**src/rtl/sha256_pkg.sv**
```systemverilog
// Shared constants, state encoding and helpers for the SHA-256 message padder.
package sha256_pkg;

  localparam int unsigned WORD_W    = 32;
  localparam int unsigned BLK_W     = 512;
  localparam int unsigned BLK_WORDS = 16;
  localparam logic [7:0]  PAD_BYTE  = 8'h80;

  typedef enum logic [1:0] {S_FILL, S_EMIT, S_EXTRA} state_e;

  function automatic logic [WORD_W-1:0] byte_swap(input logic [WORD_W-1:0] w);
    return {w[7:0], w[15:8], w[23:16], w[31:24]};
  endfunction

endpackage

```
**src/rtl/sha256_pad_word.sv**
```systemverilog
// Masks a message word to its valid leading bytes and inserts the 0x80 marker after them.
module sha256_pad_word
  import sha256_pkg::*;
#(
  parameter bit ByteSwap = 1'b0
) (
  input  logic [WORD_W-1:0] word_i,
  input  logic [2:0]        nbytes_i,
  output logic [WORD_W-1:0] word_o,
  output logic              ovf_o
);

  logic [WORD_W-1:0] w;
  logic [2:0]        n;

  always_comb begin
    w      = ByteSwap ? byte_swap(word_i) : word_i;
    n      = (nbytes_i > 3'd4) ? 3'd4 : nbytes_i;
    word_o = '0;
    // Byte 0 is the MSB; a full word leaves no room, so the marker spills to the next slot.
    for (int b = 0; b < 4; b++) begin
      if (3'(b) < n) begin
        word_o[31-8*b -: 8] = w[31-8*b -: 8];
      end else if (3'(b) == n) begin
        word_o[31-8*b -: 8] = PAD_BYTE;
      end
    end
    ovf_o = (n == 3'd4);
  end

endmodule

```
**src/rtl/sha256_msg_pad.sv**
```systemverilog
// SHA-256 message padder: packs 32-bit words into padded 512-bit blocks with first/last flags.
// Define SHA256_PAD_BYTESWAP_EN to take the first message byte from in_data[7:0].
module sha256_msg_pad
  import sha256_pkg::*;
#(
  parameter int unsigned LEN_W = 64
) (
  input  logic              clk,
  input  logic              reset,
  input  logic              in_valid,
  output logic              in_ready,
  input  logic [WORD_W-1:0] in_data,
  input  logic              in_last,
  input  logic [2:0]        in_bytes,
  output logic              blk_valid,
  input  logic              blk_ready,
  output logic [BLK_W-1:0]  blk_data,
  output logic              blk_first,
  output logic              blk_last
);

`ifdef SHA256_PAD_BYTESWAP_EN
  localparam bit ByteSwap = 1'b1;
`else
  localparam bit ByteSwap = 1'b0;
`endif

  state_e                                state_q, state_d;
  logic [3:0]                            wcnt_q, wcnt_d;
  logic [LEN_W-1:0]                      bitlen_q, bitlen_d;
  logic [BLK_WORDS-1:0][WORD_W-1:0]      blk_q, blk_d;
  logic                                  pending_q, pending_d;
  logic                                  extra_q, extra_d;
  logic                                  first_q, first_d;
  logic                                  last_q, last_d;

  logic [WORD_W-1:0] pad_word;
  logic              pad_ovf;
  logic [2:0]        nb;
  logic [4:0]        pad_slot;
  logic [63:0]       len64;
  logic              accept;

  sha256_pad_word #(
    .ByteSwap (ByteSwap)
  ) u_pad_word (
    .word_i   (in_data),
    .nbytes_i (in_last ? in_bytes : 3'd4),
    .word_o   (pad_word),
    .ovf_o    (pad_ovf)
  );

  assign in_ready  = (state_q == S_FILL) && !reset;
  assign blk_valid = (state_q == S_EMIT);
  assign blk_data  = blk_q;
  assign blk_first = blk_valid && first_q;
  assign blk_last  = blk_valid && last_q;
  assign accept    = in_valid && in_ready;
  assign nb        = (in_bytes > 3'd4) ? 3'd4 : in_bytes;
  assign pad_slot  = {1'b0, wcnt_q} + {4'b0, pad_ovf};

  always_comb begin
    state_d   = state_q;
    wcnt_d    = wcnt_q;
    bitlen_d  = bitlen_q;
    blk_d     = blk_q;
    pending_d = pending_q;
    extra_d   = extra_q;
    first_d   = first_q;
    last_d    = last_q;
    len64     = 64'(bitlen_q);
    unique case (state_q)
      S_FILL: begin
        if (accept) begin
          blk_d[wcnt_q] = pad_word;
          if (!in_last) begin
            wcnt_d   = wcnt_q + 4'd1;
            bitlen_d = bitlen_q + LEN_W'(32);
            if (wcnt_q == 4'd15) begin
              state_d = S_EMIT;
              last_d  = 1'b0;
              extra_d = 1'b0;
            end
          end else begin
            bitlen_d = bitlen_q + LEN_W'({nb, 3'b000});
            len64    = 64'(bitlen_d);
            for (int k = 0; k < BLK_WORDS; k++) begin
              if (k > int'(wcnt_q)) blk_d[k] = '0;
            end
            if (pad_ovf && (wcnt_q != 4'd15)) blk_d[wcnt_q + 4'd1] = {PAD_BYTE, 24'h0};
            state_d = S_EMIT;
            if (pad_slot <= 5'd13) begin
              blk_d[14] = len64[63:32];
              blk_d[15] = len64[31:0];
              last_d    = 1'b1;
              extra_d   = 1'b0;
            end else begin
              // No room for the length here; a trailing block carries it.
              last_d    = 1'b0;
              extra_d   = 1'b1;
              pending_d = (pad_slot == 5'd16);
            end
          end
        end
      end
      S_EMIT: begin
        if (blk_ready) begin
          first_d = 1'b0;
          if (last_q) begin
            wcnt_d    = '0;
            bitlen_d  = '0;
            pending_d = 1'b0;
            first_d   = 1'b1;
            state_d   = S_FILL;
          end else if (extra_q) begin
            state_d = S_EXTRA;
          end else begin
            wcnt_d  = '0;
            state_d = S_FILL;
          end
        end
      end
      S_EXTRA: begin
        blk_d     = '0;
        if (pending_q) blk_d[0] = {PAD_BYTE, 24'h0};
        blk_d[14] = len64[63:32];
        blk_d[15] = len64[31:0];
        wcnt_d    = '0;
        extra_d   = 1'b0;
        last_d    = 1'b1;
        state_d   = S_EMIT;
      end
      default: state_d = S_FILL;
    endcase
  end

  always_ff @(posedge clk or posedge reset) begin
    if (reset) begin
      state_q   <= S_FILL;
      wcnt_q    <= '0;
      bitlen_q  <= '0;
      blk_q     <= '0;
      pending_q <= 1'b0;
      extra_q   <= 1'b0;
      first_q   <= 1'b1;
      last_q    <= 1'b0;
    end else begin
      state_q   <= state_d;
      wcnt_q    <= wcnt_d;
      bitlen_q  <= bitlen_d;
      blk_q     <= blk_d;
      pending_q <= pending_d;
      extra_q   <= extra_d;
      first_q   <= first_d;
      last_q    <= last_d;
    end
  end

endmodule

```
**config.mk**
```make
export PLATFORM = sky130hd
export DESIGN_NAME = sha256_msg_pad
export DESIGN_NICKNAME = d
export VERILOG_FILES = /design/src/rtl/sha256_pkg.sv /design/src/rtl/sha256_pad_word.sv /design/src/rtl/sha256_msg_pad.sv
export SDC_FILE = /design/constraint.sdc
export NUM_CORES = 2
export LEC_CHECK = 0
export BUFFER_PORTS_ARGS = -buffer_cell sky130_fd_sc_hd__buf_4
export CAP_MARGIN = 40
export CORE_UTILIZATION = 51
export DETAILED_ROUTE_END_ITERATION = 8
export PLACE_DENSITY = 0.82
export RECOVER_POWER = 25
export SYNTH_ARGS = -nofsm -noshare
export SYNTH_HDL_FRONTEND = slang
export SYNTH_HIERARCHICAL = 1
export SYNTH_SLANG_ARGS = --single-unit
```
**constraint.sdc**
```tcl
create_clock -name clk -period 22.5 [get_ports clk]
set_input_delay 2.25 -clock clk [delete_from_list [all_inputs] [get_ports clk]]
set_output_delay 2.25 -clock clk [all_outputs]
set_load 0.1 [all_outputs]
```
---- Word-level counts from Yosys, hierarchy flattened ----
Index checks and enable logic that the tools add are counted.
storage, ports and cells
  bits in registers ....................... 586
  bits of input ports ..................... 40
  output and inout bits ................... 516
  word-level logic and storage cells ...... 209
operators by class
  add/subtract/negate cells ............... 4
  order comparisons ....................... 26
  equal/unequal tests ..................... 17
  multiplexer cells ....................... 116
  bitwise logic cells ..................... 3
  reduce and logical (&&, ||, !) cells .... 20
operator list
  kind                                                          count
  two-way mux 32 bit                                            63
  two-way mux 512 bit                                           3
  one-hot mux 512 bit (2 select lines)                          1
  bitwise mux 512 bit                                           1
  AND 496 bit                                                   1
  NOT 496 bit                                                   1
  two-way mux 64 bit                                            5
  demux 32 bit (select 4 bit)                                   2
  one-hot mux 64 bit (2 select lines)                           1
  adder 64 x 6 -> 64 bit                                        1
  adder 64 x 6 -> 64 bit, second input constant                 1
  two-way mux 8 bit                                             8
  greater-than comparator 4 bit, first input constant           8
  two-way mux 4 bit                                             5
  greater-than comparator 3 x 4 -> 1 bit, first input constant  4
  bitwise OR 16 bit                                             1
  two-way mux 1 bit                                             13
  two-way mux 2 bit                                             6
  one-hot mux 4 bit (3 select lines)                            1
  < comparator 4 x 5 -> 1 bit, second input constant            2
  two-way mux 3 bit                                             3
  >= comparator 4 x 1 -> 1 bit, second input constant           2
  greater-than comparator 2 x 4 -> 1 bit, first input constant  2
  != test 2 bit, second input constant                          4
  30 further kinds                                              47

---- Logic depth before layout (Yosys ltp) ----
  word-level depth ........................ 17
  depth in mapped cells ................... 16
  depth with buffers taken out ............ 9

---- Cells and area by module ----
The synthesis kept the hierarchy.
by module, submodules not included
  module           instances  cells each  area each (sq um)  sequential area each (sq um)
  sha256_msg_pad   1          2,604       26,863.3           14,590.2
  sha256_pad_word  1          40          285.3              0.0

---- Worst setup path before layout ----
No wires, ideal clock.
  kind .................................... input to output
  start ................................... input reset
  end ..................................... output in_ready
  arrival time ............................ 3,617 ps
  required time ........................... 20,250 ps
  path slack .............................. 16,633 ps
  stages on the path ...................... 1
  buffers on the path ..................... 0
  path through ............................ nor2b_1
on the way
  longest elaborated chain between the ends .. 2
ends and longest elaborated chain
  what                                RTL line              source
  start: declaration                  sha256_msg_pad.sv:9   input logic reset,
  logical NOT 1 bit (no source line)  n/a
  logical AND 1 bit                   sha256_msg_pad.sv:53  assign in_ready = (state_q == S_FILL) && !reset;
  end: declaration                    sha256_msg_pad.sv:11  output logic in_ready,
No other way between the ends.

==> flow_metrics.env <==
export IMPL_outcome="complete, but fails checks"
export IMPL_failed_checks="capacitance limit, slew limit"
export IMPL_die_w_um=233
export IMPL_cp_required_ns=22.36
export IMPL_critPathKind="in -> async"
export IMPL_busiest_layer="met2"
export IMPL_clk_insertion_delay_late_ns=0.64
export IMPL_grt_first_pass_wirelength_mm=165
export IMPL_wl_per_cell_um=30.2
export IMPL_synth_fp_nets=2700
export IMPL_grt_remaining_overflow=0
export IMPL_start_util_pct=51.7
export IMPL_yosysWarnings=6
export IMPL_setup_viol=0
export IMPL_synth_compound_area_share_pct=23.9
export IMPL_via_per_inst=6.81
export IMPL_io_buffers=555
export IMPL_final_cell_mix="buf_4 (615), dfrtp_1 (582), a22o_1 (378)"
export IMPL_grt_max_degree=176
export IMPL_antenna_found_initial=2
export IMPL_peakVddDrop_mv=0.107
export IMPL_synth_xor_area_share_pct=1.13
export IMPL_finalPower_mw=3.92
export IMPL_cp_start_kind="input port"
export IMPL_met2_usage_pct=62.0
export IMPL_synthAdderAreaFrac_pct=0.765
export IMPL_synth_mux_area_share_pct=1.66
export IMPL_postCtsSetupBuffers=0
export IMPL_vias=25890
export IMPL_tritoncts="built"
export IMPL_fin_ws_ns=13.84
export IMPL_final_common_cell="buf_4"
export IMPL_ioPinCount=556
export IMPL_synth_top_cell_by_area="dfrtp_1"
export IMPL_dp_cells=3694
export IMPL_root_buffer="clkbuf_16"
export IMPL_worstMarginPinSlew_ns=4.87
export IMPL_fin_cells=3804
export IMPL_drv_slew=362
export IMPL_cap_violations=6
export IMPL_ant_nets=0
export IMPL_hold_depth=2
export IMPL_drive_above_1_share_pct=26.8
export IMPL_p_per_area_nw_per_um2=115
export IMPL_hold_viol_final=0
export IMPL_dr_pass1_iters=5
export IMPL_drc=0
export IMPL_htreeDepth=2
export IMPL_cts_resized=0
export IMPL_drt_total_wl_mm=115
export IMPL_synthCells=2644
export IMPL_synth_main_ff_cell="dfrtp_1"
export IMPL_numCtsBuffers=59
export IMPL_ys_seq_area_share_pct=53.7
export IMPL_yosysUniqueCellTypes=91
export IMPL_clk_pin_slew_ns=0.06
export IMPL_critical_path_arrival_ns=8.51
export IMPL_grt_pass1_vias=24745
export IMPL_clkSinkCount=583
export IMPL_fin_tns_setup_ns=0
export IMPL_clockBufferDepth=3
export IMPL_synth_top_family_by_area="compound AO/OA/AOI/OAI gates"
export IMPL_fin_crit_ns=8.66
export IMPL_use_met3_pct=11.8
export IMPL_coreArea_um2=52600
export IMPL_gp_congestion=1.01
export IMPL_hold_buffers=0
export IMPL_drt_iter0_drc=3375
export IMPL_area_growth_pct=25.6
export IMPL_synth_seq_cells=583
export IMPL_synth_avg_cell_area_um2=10.3
export IMPL_synth_top_area_share_pct=53.6
export IMPL_fmax_mhz=116
export IMPL_fin_skew_ns=0.0193
export IMPL_fin_crit_sh_pct=38.5
export IMPL_synthArstFlopShare_pct=100
export IMPL_cp_max_fo=106
export IMPL_yosys_top_cells_area="dfrtp_1 (54%), a22o_1 (12%), nand2_1 (4.2%), o21ai_0 (3.3%), a21oi_1 (3.2%)"
export IMPL_end_kind="asynchronous set/reset pin"
export IMPL_die_y_um=233
export IMPL_post_place_ws_ns=16.74
export IMPL_r2r_worst_path_cells=9
export IMPL_dp_final_hpwl_mm=78.0
export IMPL_p_leak_nw=16.1
export IMPL_synth_simple_area_share_pct=14.2
export IMPL_grt_setup_unrepaired="no"
export IMPL_die_area_um2=54200
export IMPL_worstHoldPathType="reg -> reg"
export IMPL_layout_nets=3123
export IMPL_met1_usage_pct=51.6
export IMPL_netlist_area_um2=27100
export IMPL_grt_usage_pct=41.3
export IMPL_max_slew_margin_pct=-227
export IMPL_synth_edf_count=0
export IMPL_fp_row_count=84
[cells by family (layout without fill, tap and decap cells)]
group / count (synthesis) / in the layout
compound gates: 906 / 906
buf+inv: 302 / 773
mux: 44 / 44
fa+ha+maj: 16 / 16
flops: 583 / 583
other cells: 0 / 1
simple gates: 758 / 758
xor+xnor: 35 / 35
[worst max-delay path, stage by stage]
cell and delay (ns):
clkbuf_1 0.13, clkinvlp_2 2.71, clkbuf_1 0.57, clkbuf_1 2.74
[Yosys cell counts (7+ instances only)]
library cell  count
dfrtp_1         582
a22o_1          378
nand2_1         306
o21ai_0         177
a21oi_1         175
clkbuf_1        164
nor2_1          105
buf_2            79
nand3_1          56
nand4_1          50
and3_1           39
mux2i_1          38
nor3_1           34
buf_1            31
xnor2_1          30
nor2b_1          28
nand3b_1         26
a31oi_1          22
and2_1           22
inv_1            21
o31ai_1          19
nor4_1           17
ha_1             15
a221oi_1         14
o311ai_0         13
o211ai_1         12
o21ai_1          12
a21o_1           10
nand2b_1         10
or2_2             8
or3_1             8
o22ai_1           7
[metrics by stage]
step / utilization, % / cell area (µm²) / hold slack [ns]
finish: 64.9 / 34100 / 0.486
global route: 64.9 / 34100 / 0.508
CTS: 65.1 / 34200 / 0.487
detailed placement: 61.3 / 32200 / 0.478
global placement: 60.4 / 31800 / 0.450
floorplan: - / 27100 / 0.436
[worst paths after layout]
path,from,to,slack (ns)
min in group asynchronous,reset,blk_data[234]$_DFFE_PP0P_,3.16
max in group clk,in_last,blk_data[302]$_DFFE_PP0P_,15.58
hold / removal,first_q$_DFFE_PP1P_,first_q$_DFFE_PP1P_,0.49
setup / recovery,reset,blk_data[342]$_DFFE_PP0P_,13.84
setup reg to reg,state_q[0]$_DFFE_PP0P_,blk_data[468]$_DFFE_PP0P_,18.45
hold reg to reg,first_q$_DFFE_PP1P_,first_q$_DFFE_PP1P_,0.49
[flip-flops by register name, summed over array words and instances, names as in the netlist]
signal,count
bitlen_q,61
blk_data,512
extra_q,1
first_q,1
last_q,1
pending_q,1
state_q,2
wcnt_q,4
[area by class of cell]
class | instances | area [µm²]
diodes | 1 | 2.50
clock buffers | 87 | 1770
clock inverters | 22 | 214
fillers | 3989 | 18500
inverters | 22 | 83.8
multi-input cells | 1759 | 11600
flip-flops and latches | 583 | 14600
well taps | 688 | 861
repair buffers | 642 | 5020
[routing by layer]
| layer | up-vias | wire length, µm | share of wire [%] |
|---|---|---|---|
| li1 | 10567 | - | - |
| met1 | 12838 | 40200 | 35 |
| met2 | 2007 | 51400 | 45 |
| met3 | 474 | 14600 | 13 |
| met4 | 4 | 8730 | 7.6 |
| met5 | - | 31 | 0.027 |
[report_power, final]
part           total, mW  switching, mW  internal (mW)
combinational       1.66           1.33          0.330
sequential          1.26          0.108           1.15
clock               1.01          0.437          0.570
No activity file was read; power rests on OpenSTA's default activity.
